$ cat config.mk
export PLATFORM = sky130hd
export DESIGN_NAME = regfile_wb_arbiter
export DESIGN_NICKNAME = d
export VERILOG_FILES = /design/src/rtl/regfile_pkg.sv /design/src/rtl/regfile_wb_arbiter_rr.sv /design/src/rtl/regfile_wb_arbiter.sv
export SDC_FILE = /design/constraint.sdc
export NUM_CORES = 1
export LEC_CHECK = 0
export ABC_CLOCK_PERIOD_IN_PS = 2550
export CORE_ASPECT_RATIO = 1.5
export CORE_MARGIN = 5
export CORE_UTILIZATION = 32
export DETAILED_ROUTE_END_ITERATION = 12
export PLACE_DENSITY_LB_ADDON = 0.3
export SYNTH_ARGS = -nofsm -noshare
export SYNTH_HDL_FRONTEND = slang
export SYNTH_SLANG_ARGS = --single-unit
$ cat constraint.sdc
create_clock -name clock -period 2.55 [get_ports clock]
set_input_delay 0.6375 -clock clock [delete_from_list [all_inputs] [get_ports clock]]
set_output_delay 0.6375 -clock clock [all_outputs]
set_load 0.03 [all_outputs]
$ cat src/rtl/regfile_pkg.sv
// regfile_pkg: shared constants and types for the register-file writeback path.
//   REG_ZERO / REG_RA : hardwired-zero register and link register indices.
//   REQ_*             : fixed requester slot assignment on the writeback arbiter.
//   wb_req_t          : one writeback request {link, addr, data} at the default
//                       32-bit datapath width.
package regfile_pkg;

    localparam logic [4:0] REG_ZERO = 5'd0;
    localparam logic [4:0] REG_RA   = 5'd31;

    localparam int REQ_ALU  = 0;
    localparam int REQ_LOAD = 1;
    localparam int REQ_LINK = 2;

    localparam int WB_DATA_W = 32;

    typedef struct packed {
        logic                 link;
        logic [4:0]           addr;
        logic [WB_DATA_W-1:0] data;
    } wb_req_t;

endpackage

$ cat src/rtl/regfile_wb_arbiter_rr.sv
// rr_arbiter: combinational round-robin grant.
//   req   [NREQ]     : pending request bits
//   hold             : suppresses every grant
//   last  [LW]       : index granted most recently; search starts at last+1
//   grant [NREQ]     : one-hot grant, or zero
module rr_arbiter #(
    parameter int NREQ = 3,
    localparam int LW  = $clog2(NREQ)
) (
    input  logic [NREQ-1:0] req,
    input  logic            hold,
    input  logic [LW-1:0]   last,
    output logic [NREQ-1:0] grant
);

    logic          found;
    logic [LW-1:0] idx;

    // Walk the ring once, starting just after the previous winner.
    always_comb begin
        grant = '0;
        found = 1'b0;
        idx   = '0;
        if (!hold) begin
            for (int k = 1; k <= NREQ; k++) begin
                idx = LW'((int'(last) + k) % NREQ);
                if (!found && req[idx]) begin
                    grant[idx] = 1'b1;
                    found      = 1'b1;
                end
            end
        end
    end

endmodule

$ cat src/rtl/regfile_wb_arbiter.sv
// regfile_wb_arbiter: shares the register-file write port among NREQ writeback
// sources with valid/ready handshake and round-robin arbitration. The winner is
// registered and drives regwrite/jal_ra/wr_in/write_data_in for one cycle.
//   clock, reset (async, active low)
//   hold                        : block new grants
//   req_valid/ready/link [NREQ] : per-requester handshake and link flag
//   req_addr [NREQ*5], req_data [NREQ*W] : packed per-requester fields
//   regwrite, jal_ra, wr_in, write_data_in : registered write to the regfile
//   conflict_cnt                : saturating count of contended cycles
//   rr1_in/rr2_in, rdata1_in/rdata2_in -> fwd1_out/fwd2_out : read ports
// Optional feature: define REGFILE_WB_BYPASS_EN to forward the registered write
// onto the read ports before the register file captures it at the negedge.
module regfile_wb_arbiter
    import regfile_pkg::*;
#(
    parameter int W    = 32,
    parameter int NREQ = 3,
    localparam int LW  = $clog2(NREQ)
) (
    input  logic              clock,
    input  logic              reset,
    input  logic              hold,
    input  logic [NREQ-1:0]   req_valid,
    output logic [NREQ-1:0]   req_ready,
    input  logic [NREQ-1:0]   req_link,
    input  logic [NREQ*5-1:0] req_addr,
    input  logic [NREQ*W-1:0] req_data,
    output logic              regwrite,
    output logic              jal_ra,
    output logic [4:0]        wr_in,
    output logic [W-1:0]      write_data_in,
    output logic [15:0]       conflict_cnt,
    input  logic [4:0]        rr1_in,
    input  logic [4:0]        rr2_in,
    input  logic [W-1:0]      rdata1_in,
    input  logic [W-1:0]      rdata2_in,
    output logic [W-1:0]      fwd1_out,
    output logic [W-1:0]      fwd2_out
);

    logic [NREQ-1:0][4:0]   addr_a;
    logic [NREQ-1:0][W-1:0] data_a;
    logic [NREQ-1:0]        grant;
    logic [LW-1:0]          last;
    logic [LW-1:0]          gidx;
    logic                   accept;
    logic                   sel_link;
    logic [4:0]             sel_addr;

    assign addr_a = req_addr;
    assign data_a = req_data;

    rr_arbiter #(.NREQ(NREQ)) u_rr (
        .req   (req_valid),
        .hold  (hold),
        .last  (last),
        .grant (grant)
    );

    // Grant is only ever raised on a valid bit, so any grant is an acceptance.
    assign req_ready = reset ? grant : '0;
    assign accept    = |req_ready;

    always_comb begin
        gidx = '0;
        for (int i = 0; i < NREQ; i++)
            if (grant[i]) gidx = LW'(i);
    end

    assign sel_link = req_link[gidx];
    assign sel_addr = addr_a[gidx];

    always_ff @(posedge clock or negedge reset) begin
        if (!reset) begin
            regwrite      <= 1'b0;
            jal_ra        <= 1'b0;
            wr_in         <= REG_ZERO;
            write_data_in <= '0;
            conflict_cnt  <= '0;
            last          <= LW'(NREQ - 1);
        end else begin
            if (accept) begin
                // A plain write to r0 is acknowledged but never reaches the file.
                regwrite      <= sel_link || (sel_addr != REG_ZERO);
                jal_ra        <= sel_link;
                wr_in         <= sel_link ? REG_RA : sel_addr;
                write_data_in <= data_a[gidx];
                last          <= gidx;
            end else begin
                regwrite <= 1'b0;
                jal_ra   <= 1'b0;
            end
            if (!hold && ($countones(req_valid) > 1) && (conflict_cnt != 16'hFFFF))
                conflict_cnt <= conflict_cnt + 16'd1;
        end
    end

`ifdef REGFILE_WB_BYPASS_EN
    // Read data for the register being written this cycle is still stale until
    // the negedge; substitute the in-flight value.
    assign fwd1_out = (regwrite && rr1_in == wr_in && wr_in != REG_ZERO) ? write_data_in : rdata1_in;
    assign fwd2_out = (regwrite && rr2_in == wr_in && wr_in != REG_ZERO) ? write_data_in : rdata2_in;
`else
    logic unused_rr;
    assign unused_rr = ^{rr1_in, rr2_in};
    assign fwd1_out  = rdata1_in;
    assign fwd2_out  = rdata2_in;
`endif

endmodule
==> run metrics, run 1 <==
Mean Syn Cell Area ~9.4 µm²; Reg area between 1000 and 1500 µm²; CORE AREA 13,400 µm²; DRC 0; CP max stage delay approximately 0.56 ns; Worst Tran Pin Value between 0.8 and 0.9 ns; Iter 0 DRT Violations ~250; Yosys cell types 57; RSZ-0062 raised after global routing yes; Root Buffer Master clkbuf_16; clk_lat worst skew approximately 0.33 ns; Hold WC Path Type flop to flop; CTS tree yes; fmax 333 MHz; FF+latch count, synth 57; main flop type after synthesis dfrtp_1; largest net degree at the start of global routing just under 60; fraction of layout cells with a size suffix above 1 34.8%; initial cell density of the core 32.5%; row count 52; CP startpoint kind flop; global-route wire length before repair 27,900 µm; crit-path cells ha_4 > mux2_4 > a211o_1 > o211a_4 > nor3_4 > buf_4 > buf_6; CP Data Required Time 1.91 ns; Tot Pwr ~0.0098 W; Worst Slack Setup Final -0.452 ns; critical path's slowest cell dfstp_2; status finished, violations left; Tmin final approximately 3 ns; Seq/Total Area, Yosys about a third; initial antenna violation count 1; Power Density about 1300 nW/µm²; final wirelength 18,700 µm; Filler cells approximately 1.2k; via count 4,655; Max Slew Vio Count 0; violated checks setup timing; Worst setup EP type output pin; hpwl dp around 12,000 µm; Antenna Violating Nets Remaining 0; io pins roughly 320; CP max FO 4; hold_ws 0.499 ns; final hold vios 0; static leakage 2.97 nW; Port Buffers around 180; GRT Residual Overflow 0; Syn Std Cell Area 4350 µm²; setup TNS -13.61 ns; EDFF count, synth 0; gr usage total around 22%; Rel. slew slack between 40 and 50%; P&R area growth vs syn 75.7%; multi-input gate area in the final layout between 2000 and 3000 µm²; routability cong. between 0.9 and 1; post-placement worst setup slack -0.587 ns; Reg clk slew, reported paths ~0.05 ns; CTS Buffer Depth 2; Max IR drop VDD between 0.0005 and 0.0006 V; vias in the first global route between 4k and 5k; Num CTS Buffers 9; clk sinks between 50 and 60; Critical Path AT 2.36 ns; DR WL/cell 23.1 µm; Max-cap violations 0; Setup CP Type flop to output pin; Die Y 153 µm; Worst Clk Skew about 0.0063 ns; First-pass DRT Iterations 4; Die X approximately 110 µm; syn_nets 663; die area about 16,000 µm²; vias per cell about 5.8; H-tree lvl count 3; warnings from Yosys 0; Tcrit/Tclk final 118%; # setup viols final between 40 and 50; cell count after synthesis 463; Final #Nets between 800 and 900; FFs w/ async S/R, synth 100%
==> layout make-up <==
cell class,instances,area share [%]
Antenna cell,1,0.0327
Clock buffer,9,2.95
Clock inverter,7,0.933
Inverter,7,0.344
Multi-Input combinational cell,295,37.0
Sequential cell,57,18.7
Tap cell,162,2.65
Timing Repair Buffer,271,37.5
==> power by group <==
part | switching (W) | total [W] | internal (W)
registers | 0.000244 | 0.00152 | 0.00128
logic | 0.00354 | 0.00705 | 0.00351
clock network | 0.000444 | 0.00120 | 0.000753
total | 0.00423 | 0.00978 | 0.00555
==> cells in the mapped netlist (7+ instances only) <==
master	n	area share, %
buf_4	66	11
dfrtp_1	56	32
nor3_1	39	4.5
a31oi_1	38	5.5
nand4_1	35	5.0
o31ai_1	34	5.9
clkbuf_1	28	2.4
mux2_2	20	5.2
nand2_1	15	1.3
mux2_4	14	4.8
xnor2_1	9	1.8
inv_1	7	0.60
==> stage by stage <==
step	instance area, µm²	util (%)	instances
floorplan	4380	-	463
global placement	6260	46.7	762
detailed placement	6260	46.7	762
CTS	7490	55.9	803
global route	7640	57.0	809
finish	7640	57.0	809
==> metal layers <==
layer / track usage [%] / share of wire, % / up-vias
li1: - / - / 2069
met1: 23.8 / 36 / 2265
met2: 36.9 / 51 / 220
met3: 4.58 / 5.8 / 101
met4: 16.5 / 6.8 / 0
met5: 0 / 0 / -
==> registers in the layout, summed over array words and instances, names as in the netlist <==
| name | flops |
|---|---|
| regwrite | 1 |
| conflict_cnt | 16 |
| last | 2 |
| jal_ra | 1 |
| write_data_in | 32 |
| wr_in | 5 |
==> worst max-delay path, delay by kind of cell (launching register included) <==
family,cells,cell delay (ns)
muxes,1,0.30
AOI/OAI and AO/OA,2,0.57
adders and majority gates,1,0.22
buffers and inverters,2,0.26
DFF,1,0.56
and+or+nand+nor,1,0.14
==> final timing paths <==
| kind | from | to | slack, ns | cells after the start |
|---|---|---|---|---|
| worst min-delay path | conflict_cnt[7] | conflict_cnt[7] | 0.50 | 1 |
| min in group asynchronous | reset | write_data_in[10] | 0.52 | 2 |
| worst min register to register | conflict_cnt[7] | conflict_cnt[7] | 0.50 | 1 |
| max in group asynchronous | reset | wr_in[4] | 1.54 | 2 |
| worst max-delay path | last[1] | req_ready[1] | -0.45 | 7 |
| worst max register to register | last[1] | write_data_in[15] | -0.42 | 13 |
==> layout by cell type (no fill, tap or decap), types with 4 or more instances in the layout <==
cell,n
xor2_1,6
nand3_1,5
nor4_1,5
xnor2_1,9
mux2_4,29
buf_4,56
nand4_1,35
nor3_1,36
buf_12,15
a22oi_2,4
and3_1,5
clkbuf_16,10
dfrtp_1,56
o31ai_4,22
buf_16,6
nor2b_1,4
buf_6,16
nand2_1,15
mux2_2,5
clkdlybuf4s50_1,169
a31oi_1,34
inv_1,6
o31ai_2,12
==> cells by family (layout without fill, tap and decap cells) <==
kind of cell,count (synthesis),after routing,synth area share (%)
AOI/OAI and AO/OA,106,106,17.9
xor gates and xnor gates,15,15,3.02
adders and majority gates,6,6,1.73
buffers and inverters,111,294,16.5
DFF,57,57,32.8
muxes,39,39,11.2
other,0,1,0
and+or+nand+nor,129,129,16.8
==> repair_timing <==
action,in CTS,in global routing
setup buffers,19,8
gates resized for setup,118,31
cloned,7,1
endpoints found under the setup margin,43,43
pin swaps,68,25
hold buffers,0,0
Power figures use the tool's default switching activity.
==> run 2: changes to the inputs <==
--- a/config.mk
+++ b/config.mk
@@ -7,2 +7,3 @@
 export LEC_CHECK = 0
+export ABC_AREA = 1
 export ABC_CLOCK_PERIOD_IN_PS = 2550
@@ -10,3 +11,3 @@
 export CORE_MARGIN = 5
-export CORE_UTILIZATION = 32
+export CORE_UTILIZATION = 30
 export DETAILED_ROUTE_END_ITERATION = 12
--- a/constraint.sdc
+++ b/constraint.sdc
@@ -3,2 +3,2 @@
 set_output_delay 0.6375 -clock clock [all_outputs]
-set_load 0.03 [all_outputs]
+set_load 0.02 [all_outputs]
==> run 2 against run 1 <==
The run still ends with setup timing left. Hold slack got worse by 0.13 ns. Final cell count rose by 0.74%. Register-to-register slack improved by 0.36 ns. Power fell by 24%. Clock power rose by 6%. Wire length fell by 19%. Worst setup slack improved by 0.30 ns. Synthesized cell count rose by 8.6%. Combinational power fell by 34%. Highest routed layer is now met5.
==> run metrics, run 2 <==
synth cell count leaders nand2_1 (90), buf_4 (70), dfrtp_1 (56), nor2_1 (51), inv_1 (37); initial cell density of the core 30.4%; Rel. slew slack 60.7%; Max IR drop VDD between 0.0004 and 0.0005 V; status finished, violations left; GRT Residual Overflow 0; main area contributors after synthesis dfrtp_1 (36%), buf_4 (13%), nand2_1 (8.6%), o211ai_1 (6.3%), a31oi_1 (5.7%); fmax roughly 370 MHz; switch share a little over two fifths; crit-path cells ha_4 > buf_6 > nor3_4 > a31oi_4 > a21oi_4 > nand2_2 > inv_2 > buf_6; largest reg by FF count write_data_in; static leakage approximately 2.6 nW; post-placement worst setup slack -0.687 ns; global-route wire length before repair about 22,000 µm; Max-cap violations 0; main flop type after synthesis dfrtp_1; commonest non-fill, non-tap cell in the layout clkdlybuf4s50_1; Top delay family on crit path flip-flops; Port Buffers about 180; CP max FO 5; vias per cell 4.87; RSZ-0062 raised after global routing yes; Seq/Total Area, Yosys 36.4%; H-tree lvl count 3; CP startpoint kind flop; FFs w/ async S/R, synth 100%; Critical Path AT about 2.1 ns; hpwl dp between 10,000 and 15,000 µm; Setup CP Type flop to output pin; Worst setup EP type output pin; Max Slew Vio Count 0; CTS Buffer Depth 2; Synth Area in Simple Gates between 20% and 30%; violated checks setup timing; vias in the first global route just over 4k; Placed Cells roughly 790; Most common cell on crit path buf_6; # diodes 0; R2R cell count 16; Comb power frac between 60% and 70%; CP Data Required Time around 1.9 ns; critical path's slowest cell dfstp_2; setup TNS -0.531 ns; Adder-Cell Fraction of Synth Area about 1.9%; Worst Tran Pin Value roughly 0.59 ns; DRC 0; Internal 0.00427 W; Antenna Violating Nets Remaining 0; CORE AREA around 13,000 µm²; clk_lat worst skew 0.33 ns; row count 51; compound-cell area share of the yosys netlist roughly 15%; Tot Pwr roughly 0.0074 W; Yosys cell types 32; r2r endpoint write_data_in[14]; # setup viols final 9; Iter 0 DRT Violations roughly 130; First-pass DRT Iterations 4; Die X between 100 and 150 µm; Num CTS Buffers 9; top-area cell type share of the netlist area between 30% and 40%; gr usage total a little under a fifth; Worst Clk Skew approximately 0.0061 ns; worst path bufs/invs 3; reg-to-reg slack, setup -0.06 ns; cell count after synthesis approximately 500; fraction of layout cells with a size suffix above 1 between 10% and 20%; clock power share 17.1%; initial antenna violation count 1; RR Startpoint last[1]; Mean Syn Cell Area a little under 8 µm²; Tcrit/Tclk final 106%; main combinational cell family by area after synthesis simple AND/OR/NAND/NOR gates; Reg clk slew, reported paths around 0.05 ns; CTS tree yes; Largest register FFs 32; Final #Nets 851; commonest cells after routing, fill and taps aside clkdlybuf4s50_1 (170), nand2_1 (82), dfrtp_1 (56), nor2_1 (49), a31oi_1 (36); DR WL/cell 18.5 µm; Worst Slack Setup Final -0.151 ns; die area about 16,000 µm²; cell accounting for the most synthesized area dfrtp_1; Syn Std Cell Area between 3000 and 4000 µm²; Die Y 150 µm; final wirelength around 15,000 µm; count leader, synth nand2_1; CP max stage delay around 0.6 ns; routability cong. between 0.9 and 1; Tmin final between 2 and 3 ns; warnings from Yosys 0; via count between 3k and 4k; Power Density between 1000 and 1500 nW/µm²; Flop pwr share between 20% and 30%; FF+latch count, synth 57; syn_nets about 700; Layout Cells excl Fill between 800 and 900; clk sinks 57; hold buffer count at CTS 0; io pins 316; biggest regs write_data_in: 32 flops, conflict_cnt: 16 flops, wr_in: 5 flops; mux share of post-synthesis cell area 0%; Post-Synth XOR/XNOR Area under 10%; Hold WC Path Type input port to async pin; largest net degree at the start of global routing 43; Psw around 0.0031 W; P&R area growth vs syn 60.2%; EDFF count, synth 0; Root Buffer Master clkbuf_16; final hold vios 0
run 2: cell count changes after synthesis, sizes merged, moves of 34 or more:
cell   delta
inv      +34
nand2    +79
nor2     +48
mux2     -34
nor3     -36
o31ai    -34
run 2: repair_timing:
action / 4_1_cts / 5_1_grt
buffers inserted: 1 / 4
endpoints found under the setup margin: 12 / 35
resized for setup: 52 / 31
pin swaps: 12 / 19
run 2: logic make-up after synthesis:
family / Yosys count
DFF: 57
adders and majority gates: 6
xor gates and xnor gates: 13
and+or+nand+nor: 215
AOI/OAI and AO/OA: 85
buffers and inverters: 127
run 2: worst max-delay path by stage:
stage / slack (ns) / cells after the start / start / to
finish: -0.15 / 8 / last[1] / req_ready[2]
global route: -0.25 / 12 / last[1] / req_ready[1]
CTS: -0.10 / 10 / last[1] / req_ready[2]
detailed placement: -0.69 / 10 / req_valid[2] / req_ready[1]
global placement: -0.61 / 12 / req_valid[1] / req_ready[1]
floorplan: 0.09 / 9 / last[1] / req_ready[2]
run 2: cell type report:
| class | count | area [µm²] |
|---|---|---|
| multi-input combinational | 319 | 1960 |
| sequential | 57 | 1430 |
| fill | 1219 | 6600 |
| clock inverter | 5 | 80.1 |
| timing repair buffer | 223 | 2230 |
| tap | 159 | 199 |
| inverter | 41 | 164 |
| clock buffer | 11 | 233 |
run 2: metal layers:
metal	vias up	GRT usage (%)	routed length [µm]
met5	-	0	11
met3	104	4.43	1160
li1	1902	-	-
met4	2	12.3	987
met1	1800	19.3	5160
met2	163	31.8	7750
run 2: power by group through the flow:
| stage | clock [W] | sequential (W) | combinational [W] |
|---|---|---|---|
| after floorplan | 0 | 0.00188 | 0.00202 |
| after global placement | 0 | 0.00149 | 0.00410 |
| after detailed placement | 0 | 0.00151 | 0.00417 |
| after CTS | 0.00130 | 0.00150 | 0.00439 |
| after global routing | 0.00134 | 0.00154 | 0.00501 |
| final | 0.00127 | 0.00150 | 0.00464 |
run 2: worst register-to-register path: cells and delay by family (launching register included):
| family | cells | cell delay [ns] |
|---|---|---|
| flops | 1 | 0.60 |
| fa+ha+maj | 1 | 0.27 |
| simple gates | 9 | 0.65 |
| buf+inv | 4 | 0.53 |
| compound gates | 2 | 0.43 |
run 2: per-stage QoR:
step           cell area, µm²  util, %  hold WS [ns]
2_1_floorplan            3920        -         0.342
3_3_place_gp             5670     44.0         0.475
3_5_place_dp             5670     44.0         0.487
4_1_cts                  6120     47.5         0.365
5_1_grt                  6290     48.8         0.393
6_report                 6290     48.8         0.366
